<file path="config.mk">
export PLATFORM = sky130hd
export DESIGN_NAME = alu_sequencer_flat
export DESIGN_NICKNAME = d
export VERILOG_FILES = /design/src/rtl/risc_pkg.sv /design/src/rtl/alu_sequencer_if.sv /design/src/rtl/instr_decoder.sv /design/src/rtl/alu_sequencer.sv /design/src/flat_wrapper.sv
export SDC_FILE = /design/constraint.sdc
export NUM_CORES = 1
export LEC_CHECK = 0
export ABC_CLOCK_PERIOD_IN_PS = 4610
export CAP_MARGIN = 10
export CORE_ASPECT_RATIO = 0.7
export CORE_MARGIN = 10
export CORE_UTILIZATION = 44
export DETAILED_ROUTE_END_ITERATION = 7
export GPL_TIMING_DRIVEN = 0
export PLACE_DENSITY_LB_ADDON = 0.08
export SLEW_MARGIN = 20
export SYNTH_ARGS = -nofsm -noshare
export SYNTH_HDL_FRONTEND = slang
export SYNTH_HIERARCHICAL = 1
export SYNTH_SLANG_ARGS = --single-unit
export TNS_END_PERCENT = 5
</file>
<file path="constraint.sdc">
create_clock -name clk -period 4.61 [get_ports clk]
set_input_delay 0.922 -clock clk [delete_from_list [all_inputs] [get_ports clk]]
set_output_delay 0.922 -clock clk [all_outputs]
set_load 0.05 [all_outputs]
</file>
<file path="src/rtl/risc_pkg.sv">
// Shared types and constants for the ALU sequencer and its instruction decoder.
package risc_pkg;

  localparam int unsigned DataWidth    = 16;
  localparam int unsigned RegAddrWidth = 3;

  typedef enum logic [2:0] {
    WAIT,
    DECODE,
    WRITE_IMM,
    GET_A,
    GET_B,
    COMPUTE,
    WRITE_REG
  } state_e;

  localparam logic [2:0] OPC_MOV = 3'b110;
  localparam logic [2:0] OPC_ALU = 3'b101;

  localparam logic [1:0] ADD = 2'b00;
  localparam logic [1:0] SUB = 2'b01;
  localparam logic [1:0] AND = 2'b10;
  localparam logic [1:0] NOT = 2'b11;

  // MOV uses the op field as a sub-opcode
  localparam logic [1:0] MOV_SUB_REG = 2'b00;
  localparam logic [1:0] MOV_SUB_IMM = 2'b10;

  localparam int unsigned OpcodeLsb = 13;
  localparam int unsigned OpLsb     = 11;
  localparam int unsigned RnLsb     = 8;
  localparam int unsigned RdLsb     = 5;
  localparam int unsigned ShiftLsb  = 3;
  localparam int unsigned RmLsb     = 0;

  function automatic logic [DataWidth-1:0] sext8(input logic [7:0] imm);
    return {{(DataWidth - 8){imm[7]}}, imm};
  endfunction

endpackage

</file>
<file path="src/rtl/alu_sequencer_if.sv">
// Instruction handshake plus datapath control/flag bundle of the ALU sequencer.
interface alu_sequencer_if;
  import risc_pkg::*;

  logic                    s;
  logic                    load;
  logic [DataWidth-1:0]    in;
  logic                    Z_in;
  logic                    N_in;
  logic                    V_in;
  logic                    w;
  logic [RegAddrWidth-1:0] readnum;
  logic [RegAddrWidth-1:0] writenum;
  logic                    write;
  logic                    vsel;
  logic                    loada;
  logic                    loadb;
  logic                    loadc;
  logic                    loads;
  logic                    asel;
  logic                    bsel;
  logic [1:0]              ALUop;
  logic [1:0]              shift;
  logic [DataWidth-1:0]    sximm8;
  logic                    Z;
  logic                    N;
  logic                    V;

  // Sequencer side
  modport master (
    input  s, load, in, Z_in, N_in, V_in,
    output w, readnum, writenum, write, vsel, loada, loadb, loadc, loads,
    output asel, bsel, ALUop, shift, sximm8, Z, N, V
  );

  // Instruction source / datapath side
  modport slave (
    output s, load, in, Z_in, N_in, V_in,
    input  w, readnum, writenum, write, vsel, loada, loadb, loadc, loads,
    input  asel, bsel, ALUop, shift, sximm8, Z, N, V
  );

endinterface

</file>
<file path="src/rtl/instr_decoder.sv">
// Combinational field extraction, sign extension and instruction classification.
module instr_decoder
  import risc_pkg::*;
(
  input  logic [DataWidth-1:0]    i_ir,
  output logic [RegAddrWidth-1:0] o_rn,
  output logic [RegAddrWidth-1:0] o_rd,
  output logic [RegAddrWidth-1:0] o_rm,
  output logic [1:0]              o_op,
  output logic [1:0]              o_shift,
  output logic [DataWidth-1:0]    o_sximm8,
  output logic                    o_is_mov_imm,
  output logic                    o_is_mov_reg,
  output logic                    o_is_two_op,
  output logic                    o_is_cmp,
  output logic                    o_is_mvn,
  output logic                    o_is_illegal
);

  logic [2:0] w_opcode;
  logic       w_is_alu;

  assign w_opcode = i_ir[OpcodeLsb +: 3];
  assign o_op     = i_ir[OpLsb +: 2];
  assign o_rn     = i_ir[RnLsb +: RegAddrWidth];
  assign o_rd     = i_ir[RdLsb +: RegAddrWidth];
  assign o_rm     = i_ir[RmLsb +: RegAddrWidth];
  assign o_shift  = i_ir[ShiftLsb +: 2];
  assign o_sximm8 = sext8(i_ir[7:0]);

  assign w_is_alu     = (w_opcode == OPC_ALU);
  assign o_is_mov_imm = (w_opcode == OPC_MOV) && (o_op == MOV_SUB_IMM);
  assign o_is_mov_reg = (w_opcode == OPC_MOV) && (o_op == MOV_SUB_REG);
  assign o_is_mvn     = w_is_alu && (o_op == NOT);
  assign o_is_cmp     = w_is_alu && (o_op == SUB);
  // Two-operand ALU ops need Rn fetched into A
  assign o_is_two_op  = w_is_alu && ((o_op == ADD) || (o_op == SUB) || (o_op == AND));
  assign o_is_illegal = !(o_is_mov_imm || o_is_mov_reg || o_is_mvn || o_is_two_op);

endmodule

</file>
<file path="src/rtl/alu_sequencer.sv">
// Multi-cycle controller: IR, decode, operand fetch, ALU issue, writeback, status flags.
module alu_sequencer
  import risc_pkg::*;
(
  input  logic            clk,
  input  logic            reset,
  alu_sequencer_if.master bus
);

  state_e                  r_state;
  state_e                  w_state_next;
  logic [DataWidth-1:0]    r_ir;
  logic                    r_z;
  logic                    r_n;
  logic                    r_v;

  logic [RegAddrWidth-1:0] w_rn;
  logic [RegAddrWidth-1:0] w_rd;
  logic [RegAddrWidth-1:0] w_rm;
  logic [1:0]              w_op;
  logic                    w_is_mov_imm;
  logic                    w_is_mov_reg;
  logic                    w_is_two_op;
  logic                    w_is_cmp;
  logic                    w_is_mvn;
  logic                    w_is_illegal;

  instr_decoder u_instr_decoder (
    .i_ir         (r_ir),
    .o_rn         (w_rn),
    .o_rd         (w_rd),
    .o_rm         (w_rm),
    .o_op         (w_op),
    .o_shift      (bus.shift),
    .o_sximm8     (bus.sximm8),
    .o_is_mov_imm (w_is_mov_imm),
    .o_is_mov_reg (w_is_mov_reg),
    .o_is_two_op  (w_is_two_op),
    .o_is_cmp     (w_is_cmp),
    .o_is_mvn     (w_is_mvn),
    .o_is_illegal (w_is_illegal)
  );

  // State register
  always_ff @(posedge clk) begin
    if (reset) begin
      r_state <= WAIT;
    end else begin
      r_state <= w_state_next;
    end
  end

  // Instruction register: only loadable while idle
  always_ff @(posedge clk) begin
    if (reset) begin
      r_ir <= '0;
    end else if ((r_state == WAIT) && bus.load) begin
      r_ir <= bus.in;
    end
  end

  // Status flags, captured only when CMP issues
  always_ff @(posedge clk) begin
    if (reset) begin
      r_z <= 1'b0;
      r_n <= 1'b0;
      r_v <= 1'b0;
    end else if (bus.loads) begin
      r_z <= bus.Z_in;
      r_n <= bus.N_in;
      r_v <= bus.V_in;
    end
  end

  // Next-state logic
  always_comb begin
    w_state_next = r_state;
    case (r_state)
      WAIT: begin
        if (bus.s) w_state_next = DECODE;
      end
      DECODE: begin
        if (w_is_illegal) begin
          w_state_next = WAIT;
        end else if (w_is_mov_imm) begin
          w_state_next = WRITE_IMM;
        end else if (w_is_two_op) begin
          w_state_next = GET_A;
        end else begin
          w_state_next = GET_B;
        end
      end
      WRITE_IMM: w_state_next = WAIT;
      GET_A:     w_state_next = GET_B;
      GET_B:     w_state_next = COMPUTE;
      COMPUTE:   w_state_next = w_is_cmp ? WAIT : WRITE_REG;
      WRITE_REG: w_state_next = WAIT;
      default:   w_state_next = WAIT;
    endcase
  end

  // Moore output decode from state plus IR
  always_comb begin
    bus.w        = 1'b0;
    bus.readnum  = '0;
    bus.writenum = '0;
    bus.write    = 1'b0;
    bus.vsel     = 1'b0;
    bus.loada    = 1'b0;
    bus.loadb    = 1'b0;
    bus.loadc    = 1'b0;
    bus.loads    = 1'b0;
    bus.asel     = 1'b0;
    bus.ALUop    = ADD;
    case (r_state)
      WAIT: bus.w = 1'b1;
      WRITE_IMM: begin
        bus.writenum = w_rn;
        bus.vsel     = 1'b1;
        bus.write    = 1'b1;
      end
      GET_A: begin
        bus.readnum = w_rn;
        bus.loada   = 1'b1;
      end
      GET_B: begin
        bus.readnum = w_rm;
        bus.loadb   = 1'b1;
      end
      COMPUTE: begin
        // MOV reg and MVN pass B through with A forced to zero
        bus.ALUop = w_is_mov_reg ? ADD : w_op;
        bus.asel  = w_is_mov_reg || w_is_mvn;
        bus.loads = w_is_cmp;
        bus.loadc = !w_is_cmp;
      end
      WRITE_REG: begin
        bus.writenum = w_rd;
        bus.write    = 1'b1;
      end
      default: ;
    endcase
  end

  assign bus.bsel = 1'b0;
  assign bus.Z    = r_z;
  assign bus.N    = r_n;
  assign bus.V    = r_v;

endmodule

</file>
<file path="src/flat_wrapper.sv">
// flat-port wrapper written by rule: the top's interface ports become plain ports
module alu_sequencer_flat import risc_pkg::*;
  (clk, reset, bus_s, bus_load, bus_in, bus_Z_in, bus_N_in, bus_V_in, bus_w, bus_readnum, bus_writenum, bus_write, bus_vsel, bus_loada, bus_loadb, bus_loadc, bus_loads, bus_asel, bus_bsel, bus_ALUop, bus_shift, bus_sximm8, bus_Z, bus_N, bus_V);
  alu_sequencer_if bus_i ();
  input  logic clk;
  input  logic reset;
  input wire logic [$bits(bus_i.s)-1:0] bus_s;
  input wire logic [$bits(bus_i.load)-1:0] bus_load;
  input wire logic [$bits(bus_i.in)-1:0] bus_in;
  input wire logic [$bits(bus_i.Z_in)-1:0] bus_Z_in;
  input wire logic [$bits(bus_i.N_in)-1:0] bus_N_in;
  input wire logic [$bits(bus_i.V_in)-1:0] bus_V_in;
  output wire logic [$bits(bus_i.w)-1:0] bus_w;
  output wire logic [$bits(bus_i.readnum)-1:0] bus_readnum;
  output wire logic [$bits(bus_i.writenum)-1:0] bus_writenum;
  output wire logic [$bits(bus_i.write)-1:0] bus_write;
  output wire logic [$bits(bus_i.vsel)-1:0] bus_vsel;
  output wire logic [$bits(bus_i.loada)-1:0] bus_loada;
  output wire logic [$bits(bus_i.loadb)-1:0] bus_loadb;
  output wire logic [$bits(bus_i.loadc)-1:0] bus_loadc;
  output wire logic [$bits(bus_i.loads)-1:0] bus_loads;
  output wire logic [$bits(bus_i.asel)-1:0] bus_asel;
  output wire logic [$bits(bus_i.bsel)-1:0] bus_bsel;
  output wire logic [$bits(bus_i.ALUop)-1:0] bus_ALUop;
  output wire logic [$bits(bus_i.shift)-1:0] bus_shift;
  output wire logic [$bits(bus_i.sximm8)-1:0] bus_sximm8;
  output wire logic [$bits(bus_i.Z)-1:0] bus_Z;
  output wire logic [$bits(bus_i.N)-1:0] bus_N;
  output wire logic [$bits(bus_i.V)-1:0] bus_V;
  assign bus_i.s = bus_s;
  assign bus_i.load = bus_load;
  assign bus_i.in = bus_in;
  assign bus_i.Z_in = bus_Z_in;
  assign bus_i.N_in = bus_N_in;
  assign bus_i.V_in = bus_V_in;
  assign bus_w = bus_i.w;
  assign bus_readnum = bus_i.readnum;
  assign bus_writenum = bus_i.writenum;
  assign bus_write = bus_i.write;
  assign bus_vsel = bus_i.vsel;
  assign bus_loada = bus_i.loada;
  assign bus_loadb = bus_i.loadb;
  assign bus_loadc = bus_i.loadc;
  assign bus_loads = bus_i.loads;
  assign bus_asel = bus_i.asel;
  assign bus_bsel = bus_i.bsel;
  assign bus_ALUop = bus_i.ALUop;
  assign bus_shift = bus_i.shift;
  assign bus_sximm8 = bus_i.sximm8;
  assign bus_Z = bus_i.Z;
  assign bus_N = bus_i.N;
  assign bus_V = bus_i.V;
  alu_sequencer u_core (.clk(clk), .reset(reset), .bus(bus_i));
endmodule
</file>
# Word level (Yosys, flattened, before mapping)
# Index checks and enable logic that the tools add are counted.
# W data, S select, Z words.
[classes] eq_ne=12 muxes=18 reduce_logical=16
[op_table] operator="$eq A3 B3 Y1 const B" count=5
[op_table] operator="$mux W3" count=5
[op_table] operator="$pmux W3 S5" count=1
[op_table] operator="$pmux W3 S2" count=2
[op_table] operator="$mux W1" count=8
[op_table] operator="$eq A3 B2 Y1 const B" count=2
[op_table] operator="$logic_and A1 B1 Y1" count=6
[op_table] operator="$logic_or A1 B1 Y1" count=6
[op_table] operator="$eq A2 B2 Y1 const B" count=2
[op_table] operator="$mux W2" count=2
[op_table] operator="$eq A3 B1 Y1 const B" count=1
[op_table] operator="$logic_not A3 Y1" count=1
[op_table] operator="$eq A2 B1 Y1 const B" count=1
[op_table] operator="$logic_not A2 Y1" count=1
[op_table] operator="$ne A2 B2 Y1 const B" count=1
[op_table] operator="$reduce_or A2 Y1" count=1
[op_table] operator="$logic_not A1 Y1" count=1
[word_totals] ff_bits=22 out_inout_bits=38

# Logic depth before layout (Yosys ltp)
[depth] word_depth=8 ltp_mapped=6 ltp_nobuf=5

# Cells and area by module
# The synthesis kept the hierarchy.
[modules_own_cells] module="alu_sequencer" instances=1 cells_per_inst=126 area_each_um2=1004.7
[modules_own_cells] module="instr_decoder" instances=1 cells_per_inst=39 area_each_um2=281.5

# Least setup slack after synthesis
# OpenSTA, ideal clock, no wires.
[synth_path] kind="reg2out" startpoint="register u_core.r_state[2]" endpoint="output port bus_readnum[0]" arrival_time_ps=2409 t_required_ps=3688 path_slack_ps=1279 stages_incl_launch_ff=5 n_path_buf=1 cell_sequence="dfxtp_1 -> buf_4 -> inv_1 -> nor3_1 -> a22o_1"
[synth_between] elab_chain_len=2 word_cells_on_any_way=3 classes_between="eq/ne: 2; mux: 1"
[synth_rtl] element="start: declaration" line_no="alu_sequencer.sv:10" text="state_e r_state;"
[synth_rtl] element="start signal: assignment" line_no="alu_sequencer.sv:49" text="r_state <= w_state_next;"
[synth_rtl] element="$eq A3 B3 Y1 or $eq A3 B2 Y1 (tied branches)" line_no="alu_sequencer.sv:115" text="case (r_state)"
[synth_rtl] element="$pmux W3 S2 (*)" line_no="alu_sequencer.sv:115"
[synth_rtl] element="end: declaration" line_no="flat_wrapper.sv:14" text="output wire logic [$bits(bus_i.readnum)-1:0] bus_readnum;"
# Every way passes the cells marked *; elsewhere a longest branch is shown, timed or not.

# Worst setup path after layout
[layout_path] startpoint="register u_core.r_ir[14]" endpoint="output port bus_loads"
[layout_between] elab_chain_len=3
[layout_rtl] element="start: declaration" line_no="alu_sequencer.sv:12" text="logic [DataWidth-1:0] r_ir;"
[layout_rtl] element="start signal: assignment" line_no="alu_sequencer.sv:58" text="r_ir <= bus.in;"
[layout_rtl] element="$eq A3 B3 Y1" line_no="instr_decoder.sv:31" text="assign w_is_alu = (w_opcode == OPC_ALU);"
[layout_rtl] element="$logic_and A1 B1 Y1" line_no="instr_decoder.sv:35" text="assign o_is_cmp = w_is_alu && (o_op == SUB);"
[layout_rtl] element="net u_core.w_is_cmp" line_no="alu_sequencer.sv:24" text="logic w_is_cmp;"
[layout_rtl] element="$mux W1" line_no="alu_sequencer.sv:115"
[layout_rtl] element="end: declaration" line_no="flat_wrapper.sv:21" text="output wire logic [$bits(bus_i.loads)-1:0] bus_loads;"
# The timed path passes the listed nets, and every way through them passes these cells.

==> run_results.csv <==
group,metric,value,unit
clocking,numCtsBuffers,3,
hold_path,hold_path_class,"reg -> reg",
timing,setup_tns,0,ps
critical_path,crit_buf_inv,2,
critical_path,crit_required,3690,ps
logic_synthesis,synth_top_family_by_area,"simple AND/OR/NAND/NOR gates",
route,vias,1265,
logic_synthesis,synth_compound_area_share,11.7,%
route,wire_per_inst,14.1,um
logic_synthesis,netlist_top_cells_area,"dfxtp_1 34%, buf_4 19%, nand2_1 11%",
clocking,clk_pin_slew,90,ps
placement,dp_hpwl,2970,um
die,die_height,65.2,um
die,row_count,16,
critical_path,cp_cell_sequence,"nand3b_1, nor3b_1, nand4b_1, inv_1, clkdlybuf4s50_1",
route,routed_wl,3730,um
route,drtIter0Drc,73,
die,core-area,2800,sq um
critical_path,crit_end,"bus_loads",
logic_synthesis,synth_nets,188,
logic_synthesis,synth-seq-cells,22,
power,swShare,28.4,%
power,power.leakage,0.861,nW
timing,post-route-min-period,3520,ps
critical_path,path_class,"reg -> out",
critical_path,r2r_cells,5,
global_routing,grt_pass1_wl,5710,um
placement,numPortBuffers,59,
timing,slew_headroom,65.4,%
die,dieWidth,84.6,um
die,start_util,45.9,%
power,ir_drop,0.233,mV
logic_synthesis,synth_top_area_cell,"dfxtp_1",
placement,gp_congestion,0.779,
clocking,clock_path_buffers,2,
logic_synthesis,synthAdderAreaFrac,0,%
critical_path,max_stage_delay,810,ps
critical_path,critPathSlowestCell,"clkdlybuf4s50_1",
cells_and_area,drive_gt1_share,17.5,%
power,combPwrFrac,26.8,%
power,p_seq_share,39.2,%
critical_path,start_kind,"flip-flop",
clocking,cts-resized-gates,0,
timing,finalMaxSlewViolations,0,
logic_synthesis,syn_area,1290,sq um
die,die_area,5520,sq um
timing,rsz0062_at_grt,"no",
power,power_density,269,nW/um^2
logic_synthesis,synth_warnings,6,
cells_and_area,nNetsFinal,252,
route,vias_per_cell,4.79,
logic_synthesis,postSynthAreaPerCell,7.80,sq um
critical_path,crit_cells,5,
clocking,worstSkewPairLatency,270,ps
power,power_switching,0.000152,W
flow_run,maxCapViolCount,0,
critical_path,critPathArrivalTime,2600,ps
logic_synthesis,synth_cells,165,
timing,finClkSkew,7.41,ps
critical_path,rr_startpoint,"u_core/r_ir[14]",
global_routing,grt_usage,12.6,%
logic_synthesis,synth_seq_area_share,34.2,%
logic_synthesis,synth_xor_area_share,0,%
cells_and_area,antennaDiodeCount,0,
critical_path,end_kind,"output port",
clocking,cts_tree,"built",
timing,setup_viol,0,
logic_synthesis,yosys.cell_types.count,29,
logic_synthesis,synth_top_area_share,34.2,%
critical_path,cp_max_fo,4,
critical_path,startpoint,"u_core/r_ir[14]",
critical_path,rr_endpoint,"u_core/bus.N",
cells_and_area,area_growth,55.0,%
die,io_pins,61,
logic_synthesis,synthMuxAreaShare,5.45,%
power,internal_power,0.000384,W
clocking,post_cts_buffers,0,
timing,worst_pin_slew,518,ps
outcome,status,"finished clean",
timing,fmaxAchievable,284,MHz
global_routing,grt_max_degree,14,
critical_path,cp_top_family,"simple AND/OR/NAND/NOR gates",
power,total_power,0.000536,W
route,route.detailed.drc,0,
logic_synthesis,yosys.area_share.simple,25.5,%
global_routing,grt_pass1_vias,1198,
power,p_clk_share,34.0,%
global_routing,antenna_found_initial,0,
route,ant_nets,0,
global_routing,overflow,0,
clocking,clock-sinks,22,
timing,final_hold_viol_count,0,
timing,min_period_over_period,76.3,%
clocking,cts_hold_buf,0,
clocking,root_buffer,"clkbuf_8",
route,dr.pass1.iters,4,
critical_path,reg2reg_slack,2770,ps
clocking,htreeDepth,1,
-- power groups by stage --
| stage | Combinational, W | Clock [W] | Sequential, W |
|---|---|---|---|
| floorplan | 0.0000947 | 0 | 0.000212 |
| finish | 0.000144 | 0.000182 | 0.000210 |
| detailed placement | 0.000144 | 0 | 0.000214 |
| global route | 0.000152 | 0.000193 | 0.000211 |
| CTS | 0.000144 | 0.000183 | 0.000210 |
| global placement | 0.000142 | 0 | 0.000214 |
-- layout make-up --
type / instances / area, sq um
Clock buffer: 3 / 41.3
Timing Repair Buffer: 59 / 591
Tap cell: 36 / 45.0
Fill cell: 220 / 810
Sequential cell: 22 / 440
Clock inverter: 1 / 30.0
Multi-Input combinational cell: 101 / 552
Inverter: 4 / 15.0
Buffer: 38 / 279
-- per-stage QoR --
| step | cells | hold WS (ps) | setup WS [ps] | area (sq um) | util, % |
|---|---|---|---|---|---|
| 2_1_floorplan | 165 | 437 | 1280 | 1290 | - |
| 3_3_place_gp | 260 | 443 | 1450 | 1920 | 68.6 |
| 3_5_place_dp | 260 | 452 | 1380 | 1920 | 68.6 |
| 4_1_cts | 264 | 461 | 1080 | 1990 | 71.1 |
| 5_1_grt | 264 | 479 | 942 | 1990 | 71.1 |
| 6_report | 264 | 461 | 1090 | 1990 | 71.1 |
-- cells in the final DEF (no fill, tap or decap), drive strengths merged, types with 2 or more instances in the layout --
| master | count |
|---|---|
| a21oi | 19 |
| a22o | 3 |
| and3 | 2 |
| buf | 35 |
| clkbuf | 6 |
| clkdlybuf4s50 | 59 |
| dfxtp | 22 |
| inv | 4 |
| mux2i | 7 |
| nand2 | 36 |
| nor2 | 13 |
| nor3 | 3 |
| nor3b | 3 |
-- kinds of logic (layout without fill, tap and decap cells) --
kind of cell           after synthesis  in the layout
other                                1              1
AO/OA/AOI/OAI                       26             26
multiplexers                         7              7
flip-flops                          22             22
AND/OR/NAND/NOR                     67             67
buffers and inverters               42            105
-- Yosys cell counts --
library cell,number
or4b_1,1
nor4b_4,1
nand4b_1,1
dfxtp_1,22
nor3b_1,3
o31ai_1,1
a31oi_1,1
clkbuf_1,3
buf_2,1
buf_4,32
a21oi_1,19
a22o_1,3
nand3b_1,1
and3_1,2
nor2_1,13
and4bb_1,1
mux2i_1,7
inv_1,4
nand3_1,1
nor2b_1,1
buf_6,2
o211ai_1,1
nand2b_1,1
nand2_1,36
and2_1,1
and2b_1,1
o21bai_1,1
conb_1,1
nor3_1,3
-- per-layer routing --
layer | GRT usage (%) | up-vias | routed length, um
met3 | 5.79 | 4 | 300
met1 | 14.8 | 578 | 1650
met4 | 3.69 | 0 | 32
li1 | - | 638 | -
met5 | 0 | - | 0
met2 | 20.3 | 45 | 1740
-- flip-flops by register name (all words and copies together) (netlist names) --
register and count:
u_core/r_state 3, u_core/bus.V 1, u_core/bus.Z 1, u_core/r_ir 16, u_core/bus.N 1
-- worst min path at each step --
stage                    startpoint         endpoint  cells past startpoint
floorplan           u_core/r_ir[10]  u_core/r_ir[10]                      2
global placement     u_core/r_ir[9]   u_core/r_ir[9]                      2
detailed placement   u_core/r_ir[9]   u_core/r_ir[9]                      2
CTS                  u_core/r_ir[9]   u_core/r_ir[9]                      2
global route         u_core/r_ir[9]   u_core/r_ir[9]                      2
finish               u_core/r_ir[9]   u_core/r_ir[9]                      2
-- worst reg2reg max path, cell delays in order, from the launching register on --
cell,delay [ps]
dfxtp_1,340
nand3b_1,220
nor3b_1,460
nand4b_1,380
mux2i_1,260
nor2_1,60
No activity file was read; power rests on OpenSTA's default activity.
